<file path="config.mk">
export PLATFORM = sky130hd
export DESIGN_NAME = conf_editor
export DESIGN_NICKNAME = d
export VERILOG_FILES = /design/src/rtl/conf_editor.sv
export SDC_FILE = /design/constraint.sdc
export NUM_CORES = 1
export LEC_CHECK = 0
export BUFFER_PORTS_ARGS = -buffer_cell sky130_fd_sc_hd__buf_2
export CAP_MARGIN = 20
export CORE_MARGIN = 3
export CORE_UTILIZATION = 30
export DETAILED_ROUTE_END_ITERATION = 10
export GPL_TIMING_DRIVEN = 0
export PLACE_DENSITY = 0.6
export SLEW_MARGIN = 20
export SYNTH_ARGS = -nofsm -noshare
export SYNTH_HDL_FRONTEND = slang
export SYNTH_SLANG_ARGS = --single-unit
</file>
<file path="constraint.sdc">
create_clock -name clk -period 1.9 [get_ports clk]
set_clock_uncertainty 0.05 [all_clocks]
set_input_delay 0.38 -clock clk [delete_from_list [all_inputs] [get_ports clk]]
set_output_delay 0.38 -clock clk [all_outputs]
set_load 0.01 [all_outputs]
</file>
<file path="src/rtl/conf_editor.sv">
// Front-panel edit sequencer for the Morse timing config block; any button acts 1 ce-cycle after it is sampled.
// No backpressure: buttons are dropped while busy. A commit then holds until the SETTLE countdown ends and conf_ready is seen.
`ifndef UNIT_BCD_W
`define UNIT_BCD_W 6
`endif

module conf_editor #(
    parameter int NUM_PARAMS    = 5,
    parameter int DIGITS        = `UNIT_BCD_W,
    parameter int SETTLE_CYCLES = 2
) (
    input  logic                  clk,
    input  logic                  rst,
    input  logic                  ce,
    input  logic                  btn_next,
    input  logic                  btn_enter,
    input  logic                  btn_cancel,
    input  logic                  btn_inc,
    input  logic                  btn_dec,
    input  logic                  btn_digit,
    input  logic                  conf_ready,
    input  logic [DIGITS*4-1:0]   selected_value,
    output logic [2:0]            selected_index,
    output logic [DIGITS*4-1:0]   selected_new_value,
    output logic                  selected_set,
    output logic [DIGITS*4-1:0]   display_value,
    output logic [2:0]            cursor,
    output logic                  editing,
    output logic                  busy,
    output logic                  err
);

    localparam int W = DIGITS * 4;

    typedef enum logic [2:0] {
        S_BROWSE = 3'd0,
        S_EDIT   = 3'd1,
        S_COMMIT = 3'd2,
        S_SETTLE = 3'd3,
        S_WAIT   = 3'd4
    } state_t;

    state_t         state, state_n;
    logic [2:0]     index_n, cursor_n;
    logic [W-1:0]   edit_buf, edit_buf_n;
    logic [7:0]     settle_cnt, settle_cnt_n;
    logic           set_n, err_n;

    function automatic logic [3:0] bcd_inc(input logic [3:0] d);
        return (d >= 4'd9) ? 4'd0 : d + 4'd1;
    endfunction

    function automatic logic [3:0] bcd_dec(input logic [3:0] d);
        return (d == 4'd0 || d > 4'd9) ? 4'd9 : d - 4'd1;
    endfunction

    always_ff @(posedge clk) begin
        if (rst) begin
            state          <= S_BROWSE;
            selected_index <= '0;
            cursor         <= '0;
            edit_buf       <= '0;
            settle_cnt     <= '0;
            selected_set   <= 1'b0;
            err            <= 1'b0;
            editing        <= 1'b0;
            busy           <= 1'b0;
        end else if (ce) begin
            state          <= state_n;
            selected_index <= index_n;
            cursor         <= cursor_n;
            edit_buf       <= edit_buf_n;
            settle_cnt     <= settle_cnt_n;
            selected_set   <= set_n;
            err            <= err_n;
            editing        <= (state_n == S_EDIT);
            busy           <= (state_n == S_COMMIT) || (state_n == S_SETTLE) ||
                              (state_n == S_WAIT);
        end
    end

    // Each state only looks at its own meaningful buttons, highest priority first.
    always_comb begin
        state_n      = state;
        index_n      = selected_index;
        cursor_n     = cursor;
        edit_buf_n   = edit_buf;
        settle_cnt_n = settle_cnt;
        set_n        = 1'b0;
        err_n        = 1'b0;
        case (state)
            S_BROWSE: begin
                if (btn_enter) begin
                    edit_buf_n = selected_value;
                    cursor_n   = '0;
                    state_n    = S_EDIT;
                end else if (btn_next) begin
                    index_n = (selected_index == 3'(NUM_PARAMS - 1)) ? 3'd0
                                                                     : selected_index + 3'd1;
                end
            end
            S_EDIT: begin
                if (btn_cancel) begin
                    edit_buf_n = '0;
                    state_n    = S_BROWSE;
                end else if (btn_enter) begin
                    if (edit_buf == '0) begin
                        err_n = 1'b1;
                    end else begin
                        set_n   = 1'b1;
                        state_n = S_COMMIT;
                    end
                end else if (btn_inc) begin
                    for (int d = 0; d < DIGITS; d++) begin
                        if (cursor == 3'(d)) edit_buf_n[d*4 +: 4] = bcd_inc(edit_buf[d*4 +: 4]);
                    end
                end else if (btn_dec) begin
                    for (int d = 0; d < DIGITS; d++) begin
                        if (cursor == 3'(d)) edit_buf_n[d*4 +: 4] = bcd_dec(edit_buf[d*4 +: 4]);
                    end
                end else if (btn_digit) begin
                    cursor_n = (cursor == 3'(DIGITS - 1)) ? 3'd0 : cursor + 3'd1;
                end
            end
            S_COMMIT: begin
                settle_cnt_n = 8'(SETTLE_CYCLES);
                state_n      = S_SETTLE;
            end
            S_SETTLE: begin
                // Leaving on the count of 1 makes WAIT the SETTLE_CYCLES-th cycle after SETTLE begins.
                if (settle_cnt <= 8'd1) begin
                    settle_cnt_n = '0;
                    state_n      = S_WAIT;
                end else begin
                    settle_cnt_n = settle_cnt - 8'd1;
                end
            end
            S_WAIT: begin
                if (conf_ready) state_n = S_BROWSE;
            end
            default: state_n = S_BROWSE;
        endcase
    end

    assign selected_new_value = edit_buf;
    assign display_value      = (state == S_EDIT) ? edit_buf : selected_value;

endmodule

</file>
Word level (Yosys, flattened, before mapping):

Index checks and enable logic that the tools add are counted.

* input bits: 34
* register bits after elaboration: 45

* add/sub/neg operators: 15
* mux-type cells: 57
* $lt $le $gt $ge: 13
* reduce and logical (&&, ||, !) cells: 28
* bitwise logic cells: 1
* eq/ne operators: 28

Operators with widths (number)
* 24-bit 2-to-1 mux: 6
* 4-bit 2-to-1 mux: 24
* 24-bit one-hot mux with 2 select lines: 1
* 3-bit 2-to-1 mux: 14
* 6-bit AND reduction: 6
* 4-bit by 1-bit adder with 4-bit output, second input constant: 6
* 4-bit >= comparator, second input constant: 6
* 4-bit > comparator, second input constant: 6
* 24-bit logical NOT: 1
* 4-bit logical NOT: 6
* 4-bit by 1-bit subtractor with 4-bit output, second input constant: 6
* 3-bit inequality test, second input constant: 7
* 3-bit by 2-bit equality test with 1-bit output, second input constant: 6
* 8-bit one-hot mux with 2 select lines: 1
* 3-bit equality test, second input constant: 5
* 3-bit one-hot mux with 5 select lines: 1
* 2-bit inequality test, second input constant: 6
* 3-bit by 1-bit equality test with 1-bit output, second input constant: 3
* 8-bit by 1-bit <= comparator with 1-bit output, second input constant: 1
* 1-bit logical OR: 8
* 1-bit 2-to-1 mux: 8
* 8-bit 2-to-1 mux: 1
* 8-bit AND reduction: 1
* 8-bit by 1-bit subtractor with 8-bit output, second input constant: 1
* other kinds (8): 11

Logic depth before layout (Yosys ltp):

Gate-level depths: netlist of the first run.

* depth in word-level cells: 9
* depth in mapped cells: 7
* depth with buffers taken out: 7

Worst setup path before layout of the first run:

No wires, ideal clock.

* path type: flip-flop to output port
* start point: register state[1]
* end point: output display_value[16]
* stages on the path, launching flop included: 7
* buffers on the path: 4
* data arrival time: 1.610 ns
* slack: -0.140 ns
* cell sequence: dfxtp_1 buf_6 or3b_1 buf_2 clkbuf_1 clkbuf_1 o21ai_0

* cells in the longest elaborated chain, start to end: 2

Ends and longest elaborated chain
* from (decl): RTL line 43 `state_t state, state_n;`
* from (signal assigned): RTL line 69 `state <= state_n;`
* 3-bit by 1-bit equality test with 1-bit output: RTL line 146 `assign display_value = (state == S_EDIT) ? edit_buf : selected_value;`
* 24-bit 2-to-1 mux: RTL line 146
* to (decl): RTL line 26 `output logic [DIGITS*4-1:0] display_value,`

Every way passes these cells.

Worst setup path after layout of the first run:

* start point: register state[1]
* end point: output display_value[17]

Same word-level chain as after synthesis.

==> load_flow_metrics.sql, run 1 <==
INSERT INTO impl_metrics (metric_group, metric, value, unit) VALUES
('outcome', 'status', 'finished, violations left', ''),
('outcome', 'violations', 'negative setup slack', ''),
('drt', 'detailed_route_via_count', '4357', ''),
('synthesis', 'yosysSeqAreaShare', '23.7', '%'),
('cts', 'tritoncts', 'yes', ''),
('setup_path', 'r2r_cells', '8', ''),
('drt', 'routed_wirelength', '14400', 'µm'),
('global_routing', 'use_met1', '25.5', '%'),
('floorplan', 'core_area', '12200', 'µm²'),
('drt', 'postRouteAntennaNets', '0', ''),
('final_layout', 'fill_cells', '1231', ''),
('sta', 'timing.final.setup_violations', '49', ''),
('global_routing', 'grt_first_pass_wirelength', '21700', 'µm'),
('cts', 'cts-root-buf', 'sky130_fd_sc_hd__clkbuf_16', ''),
('setup_path', 'cpMostUsedCell', 'sky130_fd_sc_hd__clkbuf_16', ''),
('power_and_ir_drop', 'vdd_drop_max', '0.000331', 'V'),
('cts', 'worst_skew_pair.late_latency', '300', 'ps'),
('setup_path', 'cpMaxStageDelayCell', 'sky130_fd_sc_hd__or3b_4', ''),
('global_routing', 'grt_start_max_net_pins', '15', ''),
('global_routing', 'grt_usage', '18.9', '%'),
('cts', 'cts-root-to-sink-buffers', '2', ''),
('power_and_ir_drop', 'power_density', '578', 'nW/µm²'),
('synthesis', 'syn_area', '3800', 'µm²'),
('cts', 'ctsHtreeMaxLevel', '2', ''),
('drt', 'drt_pass1_iterations', '5', ''),
('cts', 'numClockSinks', '45', ''),
('setup_path', 'crit_chain', 'or3b_4 -> clkbuf_16 -> clkbuf_16 -> o21ai_2 -> buf_2', ''),
('synthesis', 'synth_cell_type_count', '55', ''),
('setup_path', 'timing.critical_path.to_type', 'output pin', ''),
('setup_path', 'worstSetupStartpointType', 'register', ''),
('drt', 'post_drt_wl_per_cell', '17.4', 'µm'),
('floorplan', 'initial_core_util', '31.1', '%'),
('sta', 'rsz0062_at_grt', 'true', ''),
('placed_design', 'numPortBuffers', '90', ''),
('global_routing', 'number_of_global_route_vias_before_repair', '4133', ''),
('final_layout', 'post_route_cells_drive_above_1_share', '42.9', '%'),
('floorplan', 'pin_count', '92', ''),
('setup_path', 'cpLargestDelayFamily', 'buffers and inverters', ''),
('synthesis', 'mappedNetlistNets', '575', ''),
('setup_path', 'timing.critical_path.depth', '5', ''),
('synthesis', 'postSynth.topFlopCell', 'sky130_fd_sc_hd__dfxtp_1', ''),
('global_routing', 'global_route.peak_usage_layer', 'met2', ''),
('global_routing', 'grtUsageMet2', '29.8', '%'),
('placed_design', 'gp_congestion', '0.845', ''),
('sta', 'post-route-worst-setup-slack', '-260', 'ps'),
('global_routing', 'grt_overflow_total', '0', ''),
('sta', 'period_needed', '2160', 'ps'),
('final_layout', 'stdcell_area', '5700', 'µm²'),
('sta', 'finalCritPeriodShare', '114', '%'),
('cts', 'tritoncts.num_buffers', '5', ''),
('sta', 'worst_slew_pin_slew', '821', 'ps'),
('floorplan', 'die-area', '14100', 'µm²'),
('placed_design', 'detailedPlacementHpwl', '9430', 'µm'),
('final_layout', 'diodes', '0', ''),
('cts', 'clk_pin_slew_worst_paths', '70', 'ps'),
('setup_path', 'worst-path-buf-inv', '3', ''),
('sta', 'fmax', '0.463', 'GHz'),
('floorplan', 'std_cell_rows', '40', ''),
('flow_run', 'cap_violations', '0', ''),
('global_routing', 'grt_antenna_before_repair', '0', ''),
('setup_path', 'cp.required', '1470', 'ps'),
('global_routing', 'gr_util_met3', '3.97', '%'),
('drt', 'viasPerCell', '5.25', ''),
('synthesis', 'ys_warn_count', '0', ''),
('sta', 'finalSetupTns', '-6260', 'ps'),
('synthesis', 'number_of_register_bits_inferred_by_synthesis', '45', ''),
('synthesis', 'ffs_w_async_s_r_synth', '0', '%'),
('floorplan', 'dieHeight', '119', 'µm'),
('sta', 'slew_headroom', '45.3', '%'),
('setup_path', 'critPathKind', 'register to output pin', ''),
('final_layout', 'final_net_count', '724', '');
layer usage:
metal	routed length, µm	share of wire, %	vias to the layer above
met1	6530	45	2068
li1	-	-	2112
met4	371	2.6	0
met5	0	0	-
met2	6790	47	145
met3	733	5.1	32
power breakdown:
group / total [mW] / leakage, nW / switching, mW / internal [mW]
sequential: 1.06 / 0.378 / 0.0651 / 0.993
combinational: 1.35 / 1.96 / 0.729 / 0.618
clock: 0.888 / 0.0631 / 0.399 / 0.489
per-stage QoR:
| stage | setup WS, ps | std cells | power [mW] |
|---|---|---|---|
| 2_1_floorplan | 1.37 | 512 | 1.75 |
| 3_3_place_gp | -840 | 770 | 2.04 |
| 3_5_place_dp | -843 | 770 | 2.06 |
| 4_1_cts | -332 | 810 | 3.16 |
| 5_1_grt | -283 | 830 | 3.47 |
| 6_report | -260 | 830 | 3.29 |
what timing repair did:
action | 4_1_cts | 5_1_grt
pin swaps | 47 | 27
cloned | 1 | 2
setup endpoints to repair | 63 | 65
setup buffers | 32 | 23
hold buffers | 0 | 0
resized for setup | 113 | 61
kinds of logic after synthesis:
logic type	Yosys count	share of synthesized area (%)
AOI/OAI and AO/OA	141	26.2
xor gates and xnor gates	16	3.69
adders and majority gates	29	9.55
buffers and inverters	60	6.82
DFF	45	23.7
muxes	3	0.790
and+or+nand+nor	218	29.2
sequential cells by signal, summed over array words and instances (netlist names):
register	flops
busy	1
selected_new_value	24
editing	1
state	3
cursor	3
selected_index	3
settle_cnt	8
selected_set	1
err	1
tightest hold or removal path, stage by stage:
cell                       delay (ps)
sky130_fd_sc_hd__buf_2             90
sky130_fd_sc_hd__nand2_1           70
sky130_fd_sc_hd__a311oi_1          80
cell type report:
type                       instances  area [µm²]  area share, %
timing repair buffer             148        1030           18.0
clock inverter                     2        15.0          0.263
sequential                        45         955           16.7
multi-input combinational        407        3030           53.1
inverter                          23         109           1.91
clock buffer                       6         129           2.26
buffer                            31         230           4.04
tap                              168         210           3.69
path summary, 6_finish.rpt:
path	start	endpoint	slack, ps
max reg2reg	selected_new_value[17]	err	-140
min	selected_value[7]	selected_new_value[7]	310
min reg2reg	err	err	410
max	state[1]	display_value[17]	-260
cell usage after synthesis (all sizes together) (6+ instances only):
cell type / n / area share, %
nand2: 77 / 7.6
nor2: 61 / 6.0
dfxtp: 45 / 24
o21ai: 35 / 4.6
ha: 29 / 9.5
a21oi: 24 / 3.2
inv: 23 / 2.3
a211oi: 21 / 4.3
clkbuf: 21 / 2.1
a311oi: 16 / 3.9
buf: 16 / 2.5
nand3: 12 / 1.6
xnor2: 11 / 2.5
nor3b: 10 / 2.0
or3b: 10 / 2.4
nand2b: 9 / 1.5
nor3: 9 / 1.5
a21boi: 8 / 3.1
and2: 8 / 1.3
a22oi: 7 / 1.4
o21bai: 7 / 1.4
a31oi: 6 / 0.99
Power figures use the tool's default switching activity.
==> inputs of run 2 (changes only) <==
--- a/config.mk
+++ b/config.mk
@@ -11,7 +11,7 @@
 export CORE_UTILIZATION = 30
 export DETAILED_ROUTE_END_ITERATION = 10
 export GPL_TIMING_DRIVEN = 0
-export PLACE_DENSITY = 0.6
+export PLACE_DENSITY = 0.58
 export SLEW_MARGIN = 20
 export SYNTH_ARGS = -nofsm -noshare
 export SYNTH_HDL_FRONTEND = slang
==> constraint.sdc (replaced) <==
create_clock -name clk -period 2.4 [get_ports clk]
set_clock_uncertainty 0.05 [all_clocks]
set_input_delay 0.48 -clock clk [delete_from_list [all_inputs] [get_ports clk]]
set_output_delay 0.48 -clock clk [all_outputs]
set_load 0.01 [all_outputs]
==> run 2 against run 1 <==
The run now ends clean. Die area is the same. Power shrank 27%. Core utilization shrank 7.6 points. Combinational power shrank 40%. Largest cell class unchanged.
==> load_flow_metrics.sql, run 2 (same netlist as run 1, synthesis figures left out) <==
INSERT INTO impl_metrics (metric_group, metric, value, unit) VALUES
('outcome', 'status', 'complete, no violations', ''),
('setup_path', 'worstSetupStartpointType', 'register', ''),
('sta', 'hold-worst-slack', '410', 'ps'),
('worst_hold_path', 'hold_path.class', 'input port to register', ''),
('floorplan', 'std_cell_rows', '40', ''),
('global_routing', 'grt_antenna_before_repair', '0', ''),
('power_and_ir_drop', 'leakagePower', '2.02', 'nW'),
('power_and_ir_drop', 'power_density', '505', 'nW/µm²'),
('drt', 'detail_route.drc_violations', '0', ''),
('cts', 'numClockSinks', '45', ''),
('setup_path', 'timing.critical_path.to_type', 'output pin', ''),
('global_routing', 'grt_usage', '17.8', '%'),
('placed_design', 'numPortBuffers', '90', ''),
('final_layout', 'stdcell_area', '4770', 'µm²'),
('final_layout', 'most_common_cell_after_layout_fill_and_taps_aside', 'sky130_fd_sc_hd__buf_2', ''),
('cts', 'cts-root-to-sink-buffers', '2', ''),
('sta', 'rsz0062_at_grt', 'false', ''),
('global_routing', 'grt_overflow_total', '0', ''),
('setup_path', 'worst-endpoint-arrival', '1790', 'ps'),
('drt', 'viasPerCell', '5.20', ''),
('cts', 'tritoncts.num_buffers', '5', ''),
('final_layout', 'largest_register_ffs', '24', ''),
('drt', 'post_drt_wl_per_cell', '16.4', 'µm'),
('flow_run', 'cap_violations', '0', ''),
('final_layout', 'layout_common_cells', '100 x sky130_fd_sc_hd__buf_2, 77 x sky130_fd_sc_hd__nand2_1, 61 x sky130_fd_sc_hd__nor2_1', ''),
('placed_design', 'detailedPlacementHpwl', '9340', 'µm'),
('floorplan', 'die-area', '14100', 'µm²'),
('sta', 'finalCritPeriodShare', '96.8', '%'),
('power_and_ir_drop', 'vdd_drop_max', '0.000265', 'V'),
('final_layout', 'fill_cells', '1341', ''),
('floorplan', 'dieHeight', '119', 'µm'),
('final_layout', 'final_net_count', '675', ''),
('setup_path', 'cp.required', '1870', 'ps'),
('setup_path', 'reg2reg_setup_slack', '160', 'ps'),
('sta', 'timing.final.setup_violations', '0', ''),
('global_routing', 'grt_start_max_net_pins', '18', ''),
('cts', 'tritoncts', 'yes', ''),
('final_layout', 'area_growth_syn_to_layout', '25.7', '%'),
('drt', 'drt-initial-drc-count', '287', ''),
('sta', 'slew_headroom', '44.2', '%'),
('sta', 'fmax', '0.431', 'GHz'),
('cts', 'worst_skew_pair.late_latency', '300', 'ps'),
('cts', 'cts-root-buf', 'sky130_fd_sc_hd__clkbuf_16', ''),
('setup_path', 'critical_path.max_fanout', '9', ''),
('floorplan', 'core_area', '12200', 'µm²'),
('global_routing', 'number_of_global_route_vias_before_repair', '3844', ''),
('cts', 'ctsHtreeMaxLevel', '2', ''),
('drt', 'detailed_route_via_count', '4061', ''),
('setup_path', 'critPathKind', 'register to output pin', ''),
('sta', 'period_needed', '2320', 'ps'),
('sta', 'worst_slew_pin_slew', '826', 'ps'),
('floorplan', 'initial_core_util', '31.1', '%'),
('sta', 'report.final.slew_viol_count', '0', ''),
('global_routing', 'grt_first_pass_wirelength', '20300', 'µm'),
('drt', 'drt_pass1_iterations', '5', ''),
('final_layout', 'post_route_cells_drive_above_1_share', '25.0', '%'),
('floorplan', 'pin_count', '92', ''),
('cts', 'clk_pin_slew_worst_paths', '80', 'ps'),
('placed_design', 'gp_congestion', '0.847', ''),
('drt', 'postRouteAntennaNets', '0', ''),
('placed_design', 'detailed_place.area', '4460', 'µm²'),
('final_layout', 'diodes', '0', ''),
('drt', 'routed_wirelength', '12800', 'µm'),
('floorplan', 'die_width', '119', 'µm'),
('sta', 'final-hold-violation-count', '0', '');
-- run 2: per-stage QoR --
step | util [%] | std cells | TNS, ps | power, mW | setup WS, ps
after global placement | 36.5 | 770 | -8270 | 1.59 | -625
after global routing | 39.1 | 781 | 0 | 2.56 | 14.1
after floorplan | - | 512 | 0 | 1.36 | 260
final | 39.1 | 781 | 0 | 2.41 | 77.2
after CTS | 39.0 | 783 | -2.45 | 2.41 | -2.45
after detailed placement | 36.5 | 770 | -8320 | 1.61 | -631
-- run 2: worst paths after layout --
kind / start / endpoint / cells past startpoint
max: state[2] / display_value[21] / 5
min: selected_value[17] / selected_new_value[17] / 3
max reg2reg: selected_new_value[8] / editing / 7
min reg2reg: err / err / 2
-- run 2: repair_timing --
action / in CTS / in global routing
hold endpoints to repair: 0 / 0
endpoints found under the setup margin: 24 / 29
cloned: 1 / 0
pin swaps: 0 / 3
setup buffers: 5 / 0
hold buffers: 0 / 0
gates resized for setup: 31 / 15
-- run 2: area by class of cell --
type	count	area, µm²	share of cell area (%)
Timing Repair Buffer	96	519	10.9
Inverter	23	86.3	1.81
Sequential cell	45	907	19.0
Clock inverter	3	28.8	0.603
Tap cell	168	210	4.40
Buffer	34	215	4.51
Clock buffer	5	125	2.62
Multi-Input combinational cell	407	2680	56.2
-- run 2: worst max-delay path, stage by stage, from the launching register on --
cell	delay [ps]
sky130_fd_sc_hd__dfxtp_2	390
sky130_fd_sc_hd__or3b_4	480
sky130_fd_sc_hd__clkbuf_16	190
sky130_fd_sc_hd__clkbuf_16	160
sky130_fd_sc_hd__o21ai_4	150
sky130_fd_sc_hd__buf_6	120
-- run 2: metal layers --
layer,vias up,global-route usage [%],share of wire [%],wire [µm]
met3,10,2.30,5.8,742
met4,0,3.55,0.99,126
met2,130,30.2,47,6040
met5,-,0,0,0
li1,2002,-,-,-
met1,1919,24.2,46,5870
-- run 2: where the power goes --
| part | switching, mW | internal [mW] |
|---|---|---|
| sequential | 0.0496 | 0.788 |
| combinational | 0.474 | 0.335 |
| clock | 0.361 | 0.403 |
| total | 0.885 | 1.53 |
